==> config.mk <==
export PLATFORM = sky130hd
export DESIGN_NAME = vga_vblank_arbiter
export DESIGN_NICKNAME = d
export VERILOG_FILES = /design/src/rtl/vga_pkg.sv /design/src/rtl/vga_vblank_arbiter_rr_pick.sv /design/src/rtl/vga_vblank_arbiter.sv
export SDC_FILE = /design/constraint.sdc
export NUM_CORES = 1
export LEC_CHECK = 0
export ABC_AREA = 1
export CAP_MARGIN = 40
export CORE_MARGIN = 8
export CORE_UTILIZATION = 30
export CTS_CLUSTER_SIZE = 30
export DETAILED_ROUTE_END_ITERATION = 10
export SYNTH_ARGS = -nofsm -noshare
export SYNTH_HDL_FRONTEND = slang
export SYNTH_SLANG_ARGS = --single-unit
==> constraint.sdc <==
create_clock -name clk -period 2.5 [get_ports clk]
set_input_delay 0.375 -clock clk [delete_from_list [all_inputs] [get_ports clk]]
set_output_delay 0.375 -clock clk [all_outputs]
set_load 0.02 [all_outputs]
==> src/rtl/vga_pkg.sv <==
// Shared VGA definitions: 640x480@60 timing constants, vblank arbiter defaults,
// FSM state encoding and the round-robin index helper.
package vga_pkg;

    localparam int H_VISIBLE = 640;
    localparam int H_FRONT   = 16;
    localparam int H_SYNC    = 96;
    localparam int H_BACK    = 48;
    localparam int H_TOTAL   = H_VISIBLE + H_FRONT + H_SYNC + H_BACK;

    localparam int V_VISIBLE = 480;
    localparam int V_FRONT   = 10;
    localparam int V_SYNC    = 2;
    localparam int V_BACK    = 33;
    localparam int V_TOTAL   = V_VISIBLE + V_FRONT + V_SYNC + V_BACK;

    localparam int ARB_NUM_REQ   = 4;
    localparam int ARB_MAX_BURST = 8;

    typedef enum logic [1:0] {
        ST_IDLE = 2'd0,
        ST_ARB  = 2'd1,
        ST_XFER = 2'd2
    } arb_state_t;

    // (base + off) mod n, valid while base < n and off <= n.
    function automatic int unsigned rr_index(input int unsigned base,
                                             input int unsigned off,
                                             input int unsigned n);
        int unsigned sum;
        sum = base + off;
        return (sum >= n) ? (sum - n) : sum;
    endfunction

endpackage

==> src/rtl/vga_vblank_arbiter_rr_pick.sv <==
// Combinational round-robin selector: first asserted request at or after the
// pointer, wrapping once around the requester ring.
module rr_pick
    import vga_pkg::*;
#(
    parameter int NUM_REQ = ARB_NUM_REQ,
    parameter int PTR_W   = (NUM_REQ > 1) ? $clog2(NUM_REQ) : 1
) (
    input  logic [NUM_REQ-1:0] i_req,
    input  logic [PTR_W-1:0]   i_ptr,
    output logic [NUM_REQ-1:0] o_pick,
    output logic               o_valid
);

    logic [PTR_W-1:0] w_idx;

    // Walk the ring from the pointer; the first requester seen wins.
    always_comb begin
        o_pick  = '0;
        o_valid = 1'b0;
        w_idx   = '0;
        for (int unsigned k = 0; k < NUM_REQ; k++) begin
            w_idx = PTR_W'(rr_index(32'(i_ptr), k, NUM_REQ));
            if (!o_valid && i_req[w_idx]) begin
                o_pick[w_idx] = 1'b1;
                o_valid       = 1'b1;
            end else begin
                o_valid = o_valid;
            end
        end
    end

endmodule

==> src/rtl/vga_vblank_arbiter.sv <==
// Vertical-blank write arbiter: grants game-logic requesters round-robin bursts
// into the sprite/palette register file, only while vblank is high.
module vga_vblank_arbiter
    import vga_pkg::*;
#(
    parameter int NUM_REQ   = ARB_NUM_REQ,
    parameter int ADDR_W    = 8,
    parameter int DATA_W    = 24,
    parameter int MAX_BURST = ARB_MAX_BURST
) (
    input  logic                      clk,
    input  logic                      reset,
    input  logic                      vblank,
    input  logic [NUM_REQ-1:0]        req,
    input  logic [NUM_REQ*ADDR_W-1:0] req_addr,
    input  logic [NUM_REQ*DATA_W-1:0] req_data,
    output logic [NUM_REQ-1:0]        gnt,
    output logic                      wr_en,
    output logic [ADDR_W-1:0]         wr_addr,
    output logic [DATA_W-1:0]         wr_data,
    output logic [15:0]               frame_cnt,
    output logic [NUM_REQ-1:0]        missed
);

    localparam int PTR_W = (NUM_REQ > 1) ? $clog2(NUM_REQ) : 1;
    localparam int CNT_W = $clog2(MAX_BURST + 1);
    localparam logic [CNT_W-1:0] BURST_LAST = CNT_W'(MAX_BURST);

    arb_state_t          r_state;
    logic                r_vblank_d;
    logic [PTR_W-1:0]    r_ptr;
    logic [PTR_W-1:0]    r_cur;
    logic [CNT_W-1:0]    r_burst;
    logic [NUM_REQ-1:0]  r_gnt;
    logic                r_wr_en;
    logic [ADDR_W-1:0]   r_wr_addr;
    logic [DATA_W-1:0]   r_wr_data;
    logic [15:0]         r_frame_cnt;
    logic [NUM_REQ-1:0]  r_missed;

    logic                w_vb_rise;
    logic                w_vb_fall;
    logic                w_xfer;
    logic                w_pick_valid;
    logic [NUM_REQ-1:0]  w_pick;
    logic [PTR_W-1:0]    w_pick_idx;
    logic [PTR_W-1:0]    w_next_ptr;
    logic [CNT_W-1:0]    w_burst_inc;
    logic [ADDR_W-1:0]   w_sel_addr;
    logic [DATA_W-1:0]   w_sel_data;

    rr_pick #(
        .NUM_REQ (NUM_REQ),
        .PTR_W   (PTR_W)
    ) u_rr_pick (
        .i_req   (req),
        .i_ptr   (r_ptr),
        .o_pick  (w_pick),
        .o_valid (w_pick_valid)
    );

    // The edge register resets high so a blank already in progress is not a rise.
    assign w_vb_rise   = vblank & ~r_vblank_d;
    assign w_vb_fall   = ~vblank & r_vblank_d;
    assign w_xfer      = (r_state == ST_XFER) & vblank & req[r_cur] & r_gnt[r_cur];
    assign w_burst_inc = r_burst + CNT_W'(1);
    assign w_next_ptr  = PTR_W'(rr_index(32'(r_cur), 32'd1, NUM_REQ));

    // Encode the one-hot pick into the owner index.
    always_comb begin
        w_pick_idx = '0;
        for (int i = 0; i < NUM_REQ; i++) begin
            if (w_pick[i]) begin
                w_pick_idx = PTR_W'(i);
            end else begin
                w_pick_idx = w_pick_idx;
            end
        end
    end

    // Route the current owner's address and data slices to the write port.
    always_comb begin
        w_sel_addr = '0;
        w_sel_data = '0;
        for (int i = 0; i < NUM_REQ; i++) begin
            if (r_cur == PTR_W'(i)) begin
                w_sel_addr = req_addr[i*ADDR_W +: ADDR_W];
                w_sel_data = req_data[i*DATA_W +: DATA_W];
            end else begin
                w_sel_addr = w_sel_addr;
            end
        end
    end

    // Arbitration FSM with edge tracking, frame counting and missed reporting.
    always_ff @(posedge clk or posedge reset) begin
        if (reset) begin
            r_state     <= ST_IDLE;
            r_vblank_d  <= 1'b1;
            r_ptr       <= '0;
            r_cur       <= '0;
            r_burst     <= '0;
            r_gnt       <= '0;
            r_wr_en     <= 1'b0;
            r_wr_addr   <= '0;
            r_wr_data   <= '0;
            r_frame_cnt <= 16'd0;
            r_missed    <= '0;
        end else begin
            r_vblank_d <= vblank;
            r_wr_en    <= 1'b0;
            r_missed   <= w_vb_fall ? (req & ~r_gnt) : '0;
            if (w_vb_rise) begin
                r_frame_cnt <= r_frame_cnt + 16'd1;
            end else begin
                r_frame_cnt <= r_frame_cnt;
            end
            case (r_state)
                ST_IDLE: begin
                    r_gnt <= '0;
                    if (w_vb_rise) begin
                        r_state <= ST_ARB;
                    end else begin
                        r_state <= ST_IDLE;
                    end
                end
                ST_ARB: begin
                    if (!vblank) begin
                        r_state <= ST_IDLE;
                    end else if (w_pick_valid) begin
                        r_gnt   <= w_pick;
                        r_cur   <= w_pick_idx;
                        r_burst <= '0;
                        r_state <= ST_XFER;
                    end else begin
                        r_state <= ST_ARB;
                    end
                end
                ST_XFER: begin
                    // End of blank wins over a pending word, so nothing is written late.
                    if (!vblank) begin
                        r_gnt   <= '0;
                        r_ptr   <= w_next_ptr;
                        r_state <= ST_IDLE;
                    end else if (w_xfer) begin
                        r_wr_en   <= 1'b1;
                        r_wr_addr <= w_sel_addr;
                        r_wr_data <= w_sel_data;
                        r_burst   <= w_burst_inc;
                        if (w_burst_inc == BURST_LAST) begin
                            r_gnt   <= '0;
                            r_ptr   <= w_next_ptr;
                            r_state <= ST_ARB;
                        end else begin
                            r_state <= ST_XFER;
                        end
                    end else begin
                        r_gnt   <= '0;
                        r_ptr   <= w_next_ptr;
                        r_state <= ST_ARB;
                    end
                end
                default: begin
                    r_gnt   <= '0;
                    r_state <= ST_IDLE;
                end
            endcase
        end
    end

    assign gnt       = r_gnt;
    assign wr_en     = r_wr_en;
    assign wr_addr   = r_wr_addr;
    assign wr_data   = r_wr_data;
    assign frame_cnt = r_frame_cnt;
    assign missed    = r_missed;

endmodule
==> flow_summary_export.csv <==
group,metric,value,unit
outcome,status,"completed",
cts,cts_buffers,9,
logic_synthesis,syn_inst,599,
critical_path,path_buf_inv,2,
timing,fin_crit,2.18,ns
power,power_density,1030,nW/um^2
floorplanning,die_x,136,microns
detailed_routing,drt_first_iter_violations,253,
timing,worst_pin_slew,0.552,ns
grt,grt_max_degree,69,
critical_path,path_cells,"inv_1 -> ha_1 -> inv_1 -> nand3_1 -> nand2_2 -> nand2_4 -> nor2_8 -> nand2_2 -> nand3_2 -> nand2_2 -> nor2_1 -> a21oi_1",
cts,insertion_delay,0.33,ns
logic_synthesis,ys.flop_type,"dfrtp_1",
critical_path,crit_required,2.71,ns
detailed_routing,drcViolationCount,0,
detailed_routing,postRouteWirelength,15600,microns
timing,slew_viol_final,0,
power,leakage,0.00310,uW
placed_design,routabilityCongestion,0.839,
floorplanning,initial_core_util,30.8,%
grt,grt_util_met1,17.9,%
floorplanning,die_area,18400,sq um
timing,slew_headroom,63.2,%
critical_path,crit_top_cell,"nand2_2",
logic_synthesis,ys_warn_count,0,
logic_synthesis,async_flop_share,100,%
job,maxCapViolations,0,
critical_path,critPathCaptureType,"flop",
cts,cts_hold_buf,0,
logic_synthesis,synth-seq-cells,68,
finish,fillers,1363,
cts,clk_path_buf_depth,2,
logic_synthesis,synth-edff-count,0,
grt,grt_overflow,0,
placed_design,port-buffer-count,191,
cts,cts-root-buf,"clkbuf_16",
grt,grtUsageMet3,7.05,%
timing,rsz0062_at_grt,"no",
critical_path,reg2reg_slack,0.32,ns
floorplanning,core_area,13900,sq um
power,power.total,6930,uW
critical_path,critPathLaunch,"r_ptr[1]$_DFFE_PP0P_",
finish,nets,928,
hold_path,hp-class,"primary input to asynchronous set/reset pin",
floorplanning,fp.dieH,136,microns
detailed_routing,wl_per_cell,16.1,microns
critical_path,worst_setup_path_start_kind,"flop",
timing,min_period_over_period,87.2,%
critical_path,crit_arrival,2.39,ns
logic_synthesis,netlist_area,4290,sq um
critical_path,r2r-end,"r_burst[2]$_DFFE_PP0P_",
critical_path,path_depth,12,
timing,hold_violations,0,
logic_synthesis,synth_nets,746,
grt,antenna_found_initial,0,
cts,cts_resized,0,
floorplanning,std_cell_rows,43,
critical_path,rr_startpoint,"r_ptr[1]$_DFFE_PP0P_",
critical_path,endpoint,"r_burst[2]$_DFFE_PP0P_",
timing,finalClockSkew,0.00600,ns
cts,cts_setup_buffers,0,
logic_synthesis,yosysSeqAreaShare,39.7,%
critical_path,critPathSlowestCell,"dfrtp_1",
finish,register_area,1700,sq um
critical_path,critPathMaxFanout,8,
finish,drive_gt1_share,8.02,%
timing,fmax,459,MHz
timing,setup_viol,0,
cts,cts.sinks,68,
cts,clkTransAtPathRegs,0.06,ns
timing,fin_setup_tns,0,ns
critical_path,crit_type,"flop to flop",
logic_synthesis,synth.distinct_cells,27,
floorplanning,io_pins,192,
critical_path,ff2ff_path_depth,12,
detailed_routing,vias_per_cell,4.82,
critical_path,cp_slowest_stage_delay,0.51,ns
cts,cts_tree,"done",
cts,h-tree-depth,3,
placed_design,post-dp-hpwl,12000,microns
grt,grt_pass1_vias,4944,
finish,syn_to_final_growth,57.4,%
detailed_routing,ant_nets,0,
power,vdd_drop_max,0.388,mV
critical_path,path_delay_family,"simple AND/OR/NAND/NOR gates",
finish,antennaDiodeCount,0,
grt,grt_pass1_wl,24400,microns
grt,grt_util_all_layers,16.9,%
grt,met2_usage,28.7,%
logic_synthesis,syn_avg_cell_area,7.17,sq um
finish,multi_input_area,2360,sq um
detailed_routing,dr.pass1.iters,5,
grt,busiest_layer,"met2",
detailed_routing,num_vias,4653,
## layout by cell type, fill, tap and decap left out, types with 3 or more instances in the layout
cell,synthesis,layout
clkbuf_16,0,9
nand2_4,3,3
nand2_2,11,11
o21ai_2,4,4
nand4_1,3,3
inv_1,29,28
nor3_1,4,4
nand3_1,68,68
clkdlybuf4s50_1,0,191
nor2_1,15,15
o21ai_0,63,63
nor3_2,3,3
bufinv_16,0,3
nand3_2,4,4
buf_4,0,8
nand2_1,213,213
ha_1,12,11
inv_2,2,3
a21oi_1,37,37
xor2_1,10,10
xnor2_1,6,6
o21ai_1,4,4
dfrtp_1,67,67
nor2_2,4,4
## worst min-delay path, cell delays in order
cell	delay, ns
clkdlybuf4s50_1	0.41
inv_2	0.07
buf_12	0.30
## cell type report
type,instances,share of cell area (%)
clock buffer,9,3.33
sequential,68,25.2
timing repair buffer,201,29.8
clock inverter,7,1.70
multi-input combinational,470,34.9
inverter,31,1.72
tap,180,3.33
## per-stage QoR
step	utilization (%)	hold slack [ns]	instances	setup WS, ns	area, sq um
6_report	48.5	0.426	966	0.320	6760
5_1_grt	48.5	0.459	966	0.0894	6760
4_1_cts	48.5	0.451	966	0.318	6760
3_5_place_dp	46.0	0.464	950	0.267	6420
3_3_place_gp	46.0	0.461	950	0.329	6420
2_1_floorplan	-	0.379	599	0.415	4290
## synthesized netlist by cell type (2+ instances only)
cell	number	area, sq um
nand4_1	3	18.8
xnor2_1	6	52.6
buf_2	3	15.0
clkbuf_1	27	101
dfrtp_1	67	1680
nand3_4	2	35.0
xor2_1	10	87.6
o21ai_2	4	35.0
nor3_2	3	30.0
nor2_2	4	25.0
nor2_1	15	56.3
inv_1	29	109
nand2_1	213	800
o21ai_1	4	20.0
a21oi_1	37	185
inv_2	2	7.51
nor3b_1	2	15.0
nand2_4	3	33.8
nand3_1	68	340
ha_1	12	150
nand3_2	4	40.0
nand2_2	11	68.8
o21ai_0	63	315
nor3_1	4	20.0
## worst min path at each step
stage	from	to	slack [ns]	depth (start not counted)
2_1_floorplan	vblank	r_vblank_d$_DFF_PP1_	0.38	0
3_3_place_gp	wr_data[23]$_DFFE_PP0P_	wr_data[23]$_DFFE_PP0P_	0.46	2
3_5_place_dp	wr_data[22]$_DFFE_PP0P_	wr_data[22]$_DFFE_PP0P_	0.46	2
4_1_cts	reset	frame_cnt[15]$_DFFE_PP0P_	0.45	3
5_1_grt	reset	frame_cnt[15]$_DFFE_PP0P_	0.46	3
6_report	reset	frame_cnt[15]$_DFFE_PP0P_	0.43	3
## power by group
group | switching [uW] | total (uW) | leakage, uW | internal [uW]
clock network | 483 | 1450 | 0.000161 | 970
registers | 259 | 1660 | 0.000899 | 1400
logic | 2320 | 3810 | 0.00204 | 1490
total | 3060 | 6930 | 0.00310 | 3870
## layer usage
| layer | routed length (microns) | up-vias |
|---|---|---|
| met2 | 7500 | 188 |
| met5 | 0 | - |
| met3 | 1410 | 29 |
| li1 | - | 2323 |
| met4 | 445 | 0 |
| met1 | 6220 | 2113 |
## flip-flops by register name (all words and copies together) (netlist names)
name	count
wr_addr	8
r_burst	4
r_vblank_d	1
gnt	4
missed	4
r_ptr	2
r_state	2
wr_data	24
frame_cnt	16
r_cur	2
wr_en	1
## kinds of logic after synthesis
group,synth area share [%]
buffers and inverters,5.42
AND/OR/NAND/NOR,35.0
XOR/XNOR,3.26
adder cells (fa/ha/maj),3.50
flip-flops,39.7
AO/OA/AOI/OAI,13.1
Power figures use the tool's default switching activity.
